<file path="src/rtl/des_req_arbiter.sv">
// Two-requester front end for a shared, fixed-latency DES core: grants one request, issues it, waits out the core latency and holds the result until consumed.
// Build option: define DES_ARB_RR_EN for round-robin between simultaneous requests (default is fixed priority to requester 0).
module des_req_arbiter #(
    parameter int CORE_LATENCY = 10
) (
    input  logic        clk,
    input  logic        reset,
    input  logic        req0_valid,
    input  logic        req1_valid,
    output logic        req0_ready,
    output logic        req1_ready,
    input  logic [63:0] req0_key,
    input  logic [63:0] req1_key,
    input  logic [63:0] req0_data,
    input  logic [63:0] req1_data,
    output logic        out_valid,
    input  logic        out_ready,
    output logic [63:0] out_data,
    output logic        out_id,
    output logic        core_load,
    output logic [63:0] core_key_in,
    output logic [63:0] core_data_in,
    input  logic [63:0] core_data_out,
    output logic        busy
);

    localparam logic [1:0] S_IDLE  = 2'd0;
    localparam logic [1:0] S_ISSUE = 2'd1;
    localparam logic [1:0] S_WAIT  = 2'd2;
    localparam logic [1:0] S_RESP  = 2'd3;

    localparam int CW = (CORE_LATENCY > 1) ? $clog2(CORE_LATENCY) : 1;

    logic [1:0]    r_state;
    logic [CW-1:0] r_cnt;
    logic [63:0]   r_key;
    logic [63:0]   r_data;
    logic [63:0]   r_out_data;
    logic          r_out_id;

    logic w_idle;
    logic w_pick1;
    logic w_accept;

`ifdef DES_ARB_RR_EN
    logic r_ptr;

    // r_ptr names the requester favoured on a tie: the one not served last.
    always_ff @(posedge clk) begin
        if (reset) begin
            r_ptr <= 1'b0;
        end else if (r_state == S_RESP && out_ready) begin
            r_ptr <= ~r_out_id;
        end
    end

    assign w_pick1 = req1_valid && (!req0_valid || r_ptr);
`else
    assign w_pick1 = req1_valid && !req0_valid;
`endif

    assign w_idle     = (r_state == S_IDLE) && !reset;
    assign req0_ready = w_idle && req0_valid && !w_pick1;
    assign req1_ready = w_idle && w_pick1;
    assign w_accept   = req0_ready || req1_ready;

    always_ff @(posedge clk) begin
        if (reset) begin
            r_state    <= S_IDLE;
            r_cnt      <= '0;
            r_key      <= '0;
            r_data     <= '0;
            r_out_data <= '0;
            r_out_id   <= 1'b0;
        end else begin
            case (r_state)
                S_IDLE: begin
                    if (w_accept) begin
                        r_key    <= req1_ready ? req1_key  : req0_key;
                        r_data   <= req1_ready ? req1_data : req0_data;
                        r_out_id <= req1_ready;
                        r_state  <= S_ISSUE;
                    end
                end
                S_ISSUE: begin
                    r_cnt   <= CW'(CORE_LATENCY - 1);
                    r_state <= S_WAIT;
                end
                S_WAIT: begin
                    // Counter reaching zero lines up with the core's result edge.
                    if (r_cnt == '0) begin
                        r_out_data <= core_data_out;
                        r_state    <= S_RESP;
                    end else begin
                        r_cnt <= r_cnt - 1'b1;
                    end
                end
                S_RESP: begin
                    if (out_ready) begin
                        r_state <= S_IDLE;
                    end
                end
                default: r_state <= S_IDLE;
            endcase
        end
    end

    assign core_load    = (r_state == S_ISSUE);
    assign out_valid    = (r_state == S_RESP);
    assign busy         = (r_state != S_IDLE);
    assign core_key_in  = r_key;
    assign core_data_in = r_data;
    assign out_data     = r_out_data;
    assign out_id       = r_out_id;

endmodule
</file>
<file path="config.mk">
export PLATFORM = sky130hd
export DESIGN_NAME = des_req_arbiter
export DESIGN_NICKNAME = d
export VERILOG_FILES = /design/src/rtl/des_req_arbiter.sv
export SDC_FILE = /design/constraint.sdc
export NUM_CORES = 1
export LEC_CHECK = 0
export ABC_AREA = 1
export CAP_MARGIN = 20
export CELL_PAD_IN_SITES_DETAIL_PLACEMENT = 1
export CELL_PAD_IN_SITES_GLOBAL_PLACEMENT = 1
export CORE_AREA = 5 5 202 204
export CTS_CLUSTER_SIZE = 14
export DETAILED_ROUTE_END_ITERATION = 10
export DIE_AREA = 0 0 207 209
export GPL_ROUTABILITY_DRIVEN = 0
export PLACE_DENSITY = 0.83
export SLEW_MARGIN = 30
export SYNTH_ARGS = -nofsm -noshare
export SYNTH_HDL_FRONTEND = slang
export SYNTH_SLANG_ARGS = --single-unit
</file>
<file path="constraint.sdc">
create_clock -name clk -period 2.2 [get_ports clk]
set_clock_uncertainty 0.05 [all_clocks]
set_input_delay 0.22 -clock clk [delete_from_list [all_inputs] [get_ports clk]]
set_output_delay 0.22 -clock clk [all_outputs]
set_load 0.02 [all_outputs]
</file>
* Yosys cells after proc, flatten, opt, wreduce, memory -nomap -nowiden
Index checks and enable logic that the tools add are counted.
Storage, ports and cells: input port bits 325, register bits after elaboration 199, output and inout bits 198, word-level logic and storage cells 39
Operators by class: eq/ne operators 7, muxes and demuxes 8, add/sub/neg operators 1, reductions and logical operators 17
Operators by type and width (number):
- $mux W64 | 2
- $pmux W2 S4 | 1
- $pmux W4 S2 | 1
- $mux W2 | 3
- $ne A2 B2 Y1 const B | 3
- $reduce_and A2 Y1 | 3
- $logic_and A1 B1 Y1 | 5
- $eq A2 B2 Y1 const B | 2
- $logic_not A4 Y1 | 1
- $mux W4 | 1
- $reduce_bool A2 Y1 | 2
- $sub A4 B1 Y4 const B | 1
- $logic_not A1 Y1 | 3
- $reduce_and A3 Y1 | 1
- $eq A2 B1 Y1 const B | 1
- $logic_not A2 Y1 | 1
- $ne A2 B1 Y1 const B | 1
- $logic_or A1 B1 Y1 | 1

* Logic depth before layout (Yosys ltp)
Gate-level depths: netlist of run 1.
depth in word-level cells 7, mapped depth 10, depth with buffers taken out 8

* Worst setup path after synthesis of run 1
Ideal clock, no wire load.
kind register -> register, start point reg r_state[0], end point reg r_data[56] (netlist: core_data_in[56]), clock period less this slack 1.681 ns, setup slack 0.519 ns, data required time 2.080 ns, stages on the path, launching flop included 10, arrival time 1.561 ns, library setup time 0.070 ns, path buffers 2, cells stage by stage dfxtp_1 > inv_1 > ha_1 > inv_2 > nor2_2 > nand3_2 > buf_2 > clkbuf_1 > o21ai_1 > a21oi_1
Between the ends: word-level cells in the longest chain between the ends 6, elaborated cells between the ends (all ways) 8, those cells by class 1 x mux; 7 x reduce/logical
Ends and longest elaborated chain:
- start, declared | RTL line 34 | logic [1:0] r_state;
- start signal, assigned | RTL line 69 | r_state <= S_IDLE;
- start signal, assigned | RTL line 82 | r_state <= S_ISSUE;
- start signal, assigned | RTL line 87 | r_state <= S_WAIT;
- $logic_not A2 Y1 (*) | RTL line 62, 76
- $logic_and A1 B1 Y1 | RTL line 62 | assign w_idle = (r_state == S_IDLE) && !reset;
- $logic_and A1 B1 Y1 (2 in series) | RTL line 63 | assign req0_ready = w_idle && req0_valid && !w_pick1;
- $logic_or A1 B1 Y1 | RTL line 65 | assign w_accept = req0_ready || req1_ready;
- $reduce_and A2 Y1 (no source line)
- end signal, assigned | RTL line 80 | r_data <= req1_ready ? req1_data : req0_data;
- end, declared | RTL line 37 | logic [63:0] r_data;
Every way passes the cells marked *; elsewhere a longest branch is shown, timed or not. A chain may end at the register's enable or synchronous reset.

* Worst setup path after layout of run 1
start point reg r_state[0], end point out out_valid
Between the ends: word-level cells in the longest chain between the ends 1
Ends and longest elaborated chain:
- $eq A2 B2 Y1 | RTL line 109 | assign out_valid = (r_state == S_RESP);
- end, declared | RTL line 16 | output logic out_valid,
No other way between the ends.

==> results.txt, run 1 <==
The via count of the routed design is 9,654. Sequential cells burn 34.6% of the power. The number of inserted filler cells in the final layout came out at 4,775. The largest incremental delay on the critical path came out at 0.72 ns. The leakage power summed over all cells came out at 6.20 nW.

The initial core utilization came out at 21.8%. The upper clock frequency limit came out at 488 MHz. The net switching share of the total power came out at roughly 38%.

For this run, the detailed router's first-pass iteration total came to 4. The post-detailed-routing wire length is ~36 mm. The overall die width is about 210 µm. Yosys mapped the design onto 21 distinct sky130hd cell types.

After synthesis the netlist holds a flip-flop and latch count of 199. The critical path goes through ha_1, clkdlybuf4s50_1. The kind of start point of the critical path is a flip-flop.

The minimum setup slack among reg-to-reg paths came out at between 0.2 and 0.3 ns. The area of the core region is 39,100 µm². After detailed routing, the average wire length per cell comes to 16.4 µm.

The startpoint of the worst-slack reg-to-reg timing path is r_state[0]$_SDFFE_PP0P_. The layout overhead on the synthesized area came out at 75.2%. The worst register-to-register path ends at core_key_in[58]$_SDFFE_PP0P_. After synthesis the cells add up to 8500 µm². The clock network fraction of design power came out at 21.4%. After clock tree synthesis, the clock-pin slew on the worst setup and hold paths is around 0.08 ns.

The synthesized area per cell is 7.15 µm². The power share of the combinational group is 44.0%. In this design, the largest share of critical-path delay is due to buffers and inverters. The count of antenna-violating nets left after detailed routing is 0.

The H-tree level count came out at 4. The hold path depth came out at 3. Measured along the y axis, the die boundary spans 209 µm. The final period demand of the worst path came out at 2.05 ns. The layout cell share with drive strength beyond 1 came out at 4.05%.

The instance area after placement came out at 14,300 µm². At the placement stage, the worst setup path has a slack of -0.0306 ns. The final worst slack came out at 0.150 ns.

In this run the tool buffered the top-level ports with between 500 and 600 buffer cells. The reported max-cap violation count came out at 0. The hold violation count in the final report is 0. The type of the tightest min-delay check is in -> reg. The largest fanout on the critical path is 4.

The startpoint identified for the worst hold timing path is req1_data[59]. The overall overflow remaining after global route is 0. The die footprint is roughly 43,000 µm². The maximum number of pins on one net before global-route repair came out at 129. The worst hold path endpoint is core_data_in[59]$_SDFFE_PP0P_. STA puts the critical path data required time at slightly below 2 ns. The pin slew with the least headroom to its limit came out at 0.520 ns. The number of vias per cell after detailed routing came out at 4.38. The final core area utilization is 38.1%. Setup violations remaining at the end of the flow were counted as 0.

The worst setup path is of the reg -> out kind. The total internal power is 9.18 mW. The wire length of the first global-routing pass is about 56 mm. The clock passes through at most 2 buffers. The count of boundary I/O pins is 523. The synthesized instance count is 1,189. The number of antenna violations at the first check in global routing came out at 2. The portion of the clock cycle consumed by the worst path in the final layout came out at 93.2%.

The remaining design rule violation count came out at 0. The count of hold-fix buffers inserted at cts came out at 0. The final count of pins violating max slew came out at 0. The run finished with clean final reports. CTS saw 199 sinks. The switching power of the nets came out at 5.75 mW.

The clock reaches the later pin of the worst-skew pair after between 0.4 and 0.5 ns. Setup repair after global routing left no endpoint under its margin. The number of global-route vias before repair came out at just over 10,000. TritonCTS built the clock tree. The sequential element share of the synthesized area came out at 46.8%. The post-synth net total is 1,520. The violation count after the first detailed-routing iteration is between 300 and 400.

After floorplanning, the core was divided into 73 placement rows. The estimated wirelength of the detail-placed design is roughly 28 mm. The worst pin sits at a relative slew slack of 65.3%. The slowest stage of the critical path belongs to the cell clkdlybuf4s50_1. The maximum ir drop on the vdd rail is 0.392 mV. The global-route total usage across every layer came out at between 15 and 20%.

Together, buffers and inverters on the worst path number 1. The number of buffers created by CTS came out at 17. Power spread over the standard cell area amounts to 1000 nW/µm².

The number of warnings issued by yosys came out at 0. The tree is rooted in a clkbuf_16. The number of cells on the worst reg-to-reg path is 7. The worst setup path is captured at a primary output. The net count of the finished layout is 1,996. The cell area after layout came out at 14,900 µm².

At the worst endpoint, the arrival time is about 1.8 ns.
## per-layer routing
metal	up-vias	global-route usage (%)	part of all wire [%]
met5	-	0	0
met4	0	7.18	3.5
met3	53	7.09	9.1
met2	371	27.9	49
met1	4432	16.8	38
li1	4798	-	-
## worst max path at each step
stage | start | to | slack [ns] | depth (start not counted)
after floorplan | r_state[0]$_SDFFE_PP0P_ | core_data_in[56]$_SDFFE_PP0P_ | 0.52 | 9
after global placement | reset | core_key_in[58]$_SDFFE_PP0P_ | 0.007 | 7
after detailed placement | reset | core_key_in[58]$_SDFFE_PP0P_ | -0.03 | 7
after CTS | r_state[1]$_SDFFE_PP0P_ | req1_ready | 0.02 | 7
after global routing | r_state[0]$_SDFFE_PP0P_ | req1_ready | 0.05 | 7
final | r_state[0]$_SDFFE_PP0P_ | out_valid | 0.15 | 2
## cell usage after synthesis (all sizes together)
library cell	number	area share (%)
ha	6	0.88
a21oi	197	12
or2	1	0.074
clkbuf	47	2.2
nor2	11	0.52
inv	208	9.2
dfxtp	199	47
o21ai	321	19
xor2	1	0.10
nand3	10	0.71
nand2	143	6.3
nand3b	1	0.088
buf	44	2.6
## power by group through the flow
| stage | Combinational [mW] | Sequential (mW) | Clock, mW |
|---|---|---|---|
| CTS | 6.65 | 5.17 | 3.33 |
| global placement | 6.44 | 5.18 | 0 |
| floorplan | 2.07 | 6.33 | 0 |
| finish | 6.58 | 5.16 | 3.20 |
| detailed placement | 6.64 | 5.23 | 0 |
| global route | 7.12 | 5.30 | 3.48 |
## cells by family (layout without fill, tap and decap cells)
logic type      after synthesis  in the layout  share of synthesized area, %
fa+ha+maj                     6              6                         0.883
compound gates              518            518                          30.5
simple gates                166            166                          7.72
flops                       199            199                          46.8
xor+xnor                      1              1                         0.103
buf+inv                     299            788                          14.0
other cells                   0              2                             0
## sequential cells by signal, summed over array words and instances (netlist names)
signal and count:
core_data_in 64, core_key_in 64, out_data 64, r_cnt 4, r_state 2, out_id 1
## final cells by class
| cell class | count | area (µm²) | area share, % |
|---|---|---|---|
| Timing Repair Buffer | 548 | 5510 | 36.9 |
| Sequential cell | 199 | 3980 | 26.7 |
| Multi-Input combinational cell | 691 | 3380 | 22.7 |
| Inverter | 208 | 783 | 5.26 |
| Tap cell | 525 | 657 | 4.41 |
| Clock buffer | 17 | 425 | 2.85 |
| Clock inverter | 15 | 163 | 1.09 |
| Antenna cell | 2 | 5.00 | 0.0336 |
## worst register-to-register path, cell delays in order, from the launching register on
cell	delay (ns)
dfxtp_1	0.39
inv_1	0.12
ha_4	0.20
nand3_1	0.23
nand2_8	0.21
buf_12	0.24
o21ai_1	0.33
a21oi_1	0.07
## metrics by stage
step	instances	TNS [ns]	power [mW]	hold slack, ns
final	2205	0	14.9	0.326
after global routing	2205	0	15.9	0.298
after CTS	2203	0	15.2	0.281
after detailed placement	2171	-0.0306	11.9	0.387
after global placement	2171	0	11.6	0.381
after floorplan	1189	0	8.40	0.239
## what timing repair did
item / 4_1_cts / 5_1_grt
resized for setup: 6 / 2
cloned: 0 / 0
setup buffers: 0 / 0
setup endpoints to repair: 4 / 3
## cells in the final DEF, fill, tap and decap left out, types with 4 or more instances in the layout
cell type and count:
inv_1 206, nand2_1 142, a21oi_1 197, inv_6 5
buf_12 7, buf_4 19, o21ai_0 191, nand3_1 7
clkbuf_16 17, o21ai_1 130, nor2_1 10, dfxtp_1 199
clkinv_4 4, clkdlybuf4s50_1 518, ha_1 5
Note: power is estimated with default switching activity, not from simulation.
==> run 2: changes to the inputs <==
- clock period: 2.2 -> 2.16 ns (I/O delays scaled with it)
==> run 2 against run 1 <==
Effect of this change: wire length grew 0.88%; flip-flop and latch count did not move; global-route usage increased by 0.052 points; worst hold slack gained 0.0088 ns; worst setup slack worse by 0.049 ns; sequential share of layout area decreased by 0.098 points.
==> results.txt, run 2 (synthesized netlist as in run 1, its figures left out) <==
Run status: finished clean (unchanged). The combined area of the multi-input logic cells came to 3380 µm² (unchanged). The minimum setup slack among reg-to-reg paths came out at 0.23 ns (was 0.25 ns). The count of hold-fix buffers inserted at cts came out at 0 (unchanged). The worst hold slack came out at 0.335 ns (was 0.326 ns).

The register area came to 3980 µm² (unchanged). The depth of the worst register-to-register path is 10 (was 7). The kind of critical path is reg -> out (unchanged). The TritonCTS clock tree is built (unchanged). Highest-count cells in the layout ignoring fill and taps: clkdlybuf4s50_1, inv_1, dfxtp_1, a21oi_1, o21ai_0 (unchanged). The total power is 15.5 mW (was 14.9 mW). The final period demand of the worst path came out at 2.06 ns.

The wire length of the first global-routing pass came out at 55.8 mm (was 55.6 mm). The leakage power summed over all cells was 6.23 nW (was 6.20 nW). The clock-pin slew on the worst setup and hold paths is 0.08 ns (about the same).

The final-report setup violation count came out at 0 (unchanged). The final net count was 1,995 (was 1,996). The remaining design rule violation count came out at 0 (unchanged). The data arrival time of the critical path was 1.79 ns (was 1.78 ns).

The startpoint of the worst-slack reg-to-reg timing path was r_state[1]$_SDFFE_PP0P_ (was r_state[0]$_SDFFE_PP0P_). The destination of the worst register-to-register timing path is core_data_in[46]$_SDFFE_PP0P_ (was core_key_in[58]$_SDFFE_PP0P_). The H-tree level count is 4 (unchanged). The layout overhead on the synthesized area came out at 75.9% (was 75.2%). The origin of the worst setup path was r_state[0]$_SDFFE_PP0P_ (unchanged).

The setup TNS was 0 ns (unchanged). The number of buffers created by CTS is 17 (unchanged). The violation count after the first detailed-routing iteration was 297 (was 341). In the finished design, the share of the clock period the worst path needs comes to between 90% and 100%. The initial core utilization came to 21.8% (unchanged). The library cell used as clock root buffer is clkbuf_16 (unchanged). The count of clock tree sinks came out at 199 (unchanged). The maximum ir drop on the vdd rail is 0.390 mV (was 0.392 mV). The standard-cell row count is 73 (unchanged). The type of the tightest min-delay check is in -> reg (unchanged). The count of boundary I/O pins came out at 523 (unchanged). The largest fanout on the critical path is 4 (unchanged). The count of antenna-violating nets left after detailed routing is 0 (unchanged).

The buffer count from post-CTS setup fixing was 0 (unchanged). The number of inserted filler cells in the final layout is 4,752 (was 4,775). The estimated wirelength of the detail-placed design is 28.7 mm (was 28.4 mm). The maximum buffer depth of the clock tree is 2 (unchanged). The last element of the critical path is out_valid (unchanged). The final count of pins violating max slew came out at 0 (unchanged).

The detailed-routing iteration count for the pre-antenna-repair pass is 4 (unchanged). The reported max-cap violation count is 0 (unchanged). RSZ-0062 raised after global routing: false (unchanged). The hold violation count in the final report came out at 0 (unchanged).

The clock latency on the worst-skew pair came out at 0.45 ns (was 0.46 ns). The area of the core region is 39,100 µm² (unchanged). The count of buffers from port buffering is 522 (unchanged). The global-route total usage across every layer came out at 16.1% (was 16.0%). The pin slew with the least headroom to its limit is 0.474 ns (was 0.520 ns). The maximum number of pins on one net before global-route repair came out at 129 (unchanged).

The overall die width is 207 µm (unchanged). The kind of end point of the critical path was a primary output (unchanged). The number of antenna violations at the first check in global routing is 2 (unchanged). The die footprint is 43,300 µm² (unchanged). The worst slew margin relative to its limit came out at 68.4% (was 65.3%). The upper clock frequency limit is 486 MHz. The kind of start point of the critical path was a flip-flop (unchanged). The power density relative to cell area came to 1040 nW/µm² (was 1000 nW/µm²). The number of global-route vias before repair is 10,119 (was 10,130). The post-detailed-routing wire length came out at 36.4 mm (was 36.1 mm). The overall die height is 209 µm (unchanged). The layout cell share with drive strength beyond 1 came out at 4.00% (was 4.05%). The leading cell type in the layout, fill and taps excluded is clkdlybuf4s50_1 (unchanged).

The number of vias per cell after detailed routing came out at 4.41 (was 4.38). The data required time at the worst endpoint is 1.89 ns (was 1.93 ns). The via count of the routed design is 9,709 (was 9,654). The overall overflow remaining after global route is 0 (unchanged). The final routed wire length divided by cell count is 16.5 µm (was 16.4 µm).
==> run 2: final cells by class <==
class                      instances  area share (%)
timing repair buffer             547            36.8
antenna                            2          0.0335
clock inverter                    10            1.03
multi-input combinational        691            22.6
tap                              525            4.39
sequential                       199            26.6
clock buffer                      22            3.24
inverter                         208            5.24
==> run 2: critical path, cell delays in order (launching register included) <==
cell and delay (ns):
dfxtp_1 0.40, ha_1 0.21, clkdlybuf4s50_1 0.73
==> run 2: what timing repair did <==
action                     4_1_cts  5_1_grt
setup endpoints to repair        4        3
resized for setup                6        3
hold endpoints to repair         0        0
==> run 2: power breakdown <==
group,switching (mW),internal [mW]
clock network,1.55,1.98
logic,3.70,3.02
registers,0.560,4.70
total,5.80,9.70
==> run 2: through the flow <==
stage / instances / cell area (µm²) / worst slack, ns / utilization [%]
after floorplan: 1189 / 8500 / 0.479 / -
after global placement: 2170 / 14300 / -0.0237 / 36.6
after detailed placement: 2170 / 14300 / -0.0597 / 36.6
after CTS: 2202 / 14900 / 0.00180 / 38.2
after global routing: 2204 / 15000 / 0.00197 / 38.3
final: 2204 / 15000 / 0.101 / 38.3
==> run 2: worst min-delay path by stage <==
stage | start | endpoint | cells after the start | slack (ns)
after floorplan | reset | r_cnt[1]$_SDFFE_PP0P_ | 1 | 0.24
after CTS | req1_data[20] | core_data_in[20]$_SDFFE_PP0P_ | 3 | 0.29
after detailed placement | out_data[41]$_SDFFE_PP0P_ | out_data[41]$_SDFFE_PP0P_ | 2 | 0.39
after global routing | req1_data[18] | core_data_in[18]$_SDFFE_PP0P_ | 3 | 0.32
final | req1_data[20] | core_data_in[20]$_SDFFE_PP0P_ | 3 | 0.34
after global placement | out_data[0]$_SDFFE_PP0P_ | out_data[0]$_SDFFE_PP0P_ | 2 | 0.38
==> run 2: layer usage <==
metal | GRT usage, % | vias up | wire length [µm] | part of all wire (%)
met3 | 6.62 | 52 | 3170 | 8.7
met4 | 6.41 | 0 | 1150 | 3.2
li1 | - | 4795 | - | -
met5 | 0 | - | 0 | 0
met2 | 28.8 | 371 | 18000 | 50
met1 | 16.8 | 4491 | 14000 | 39
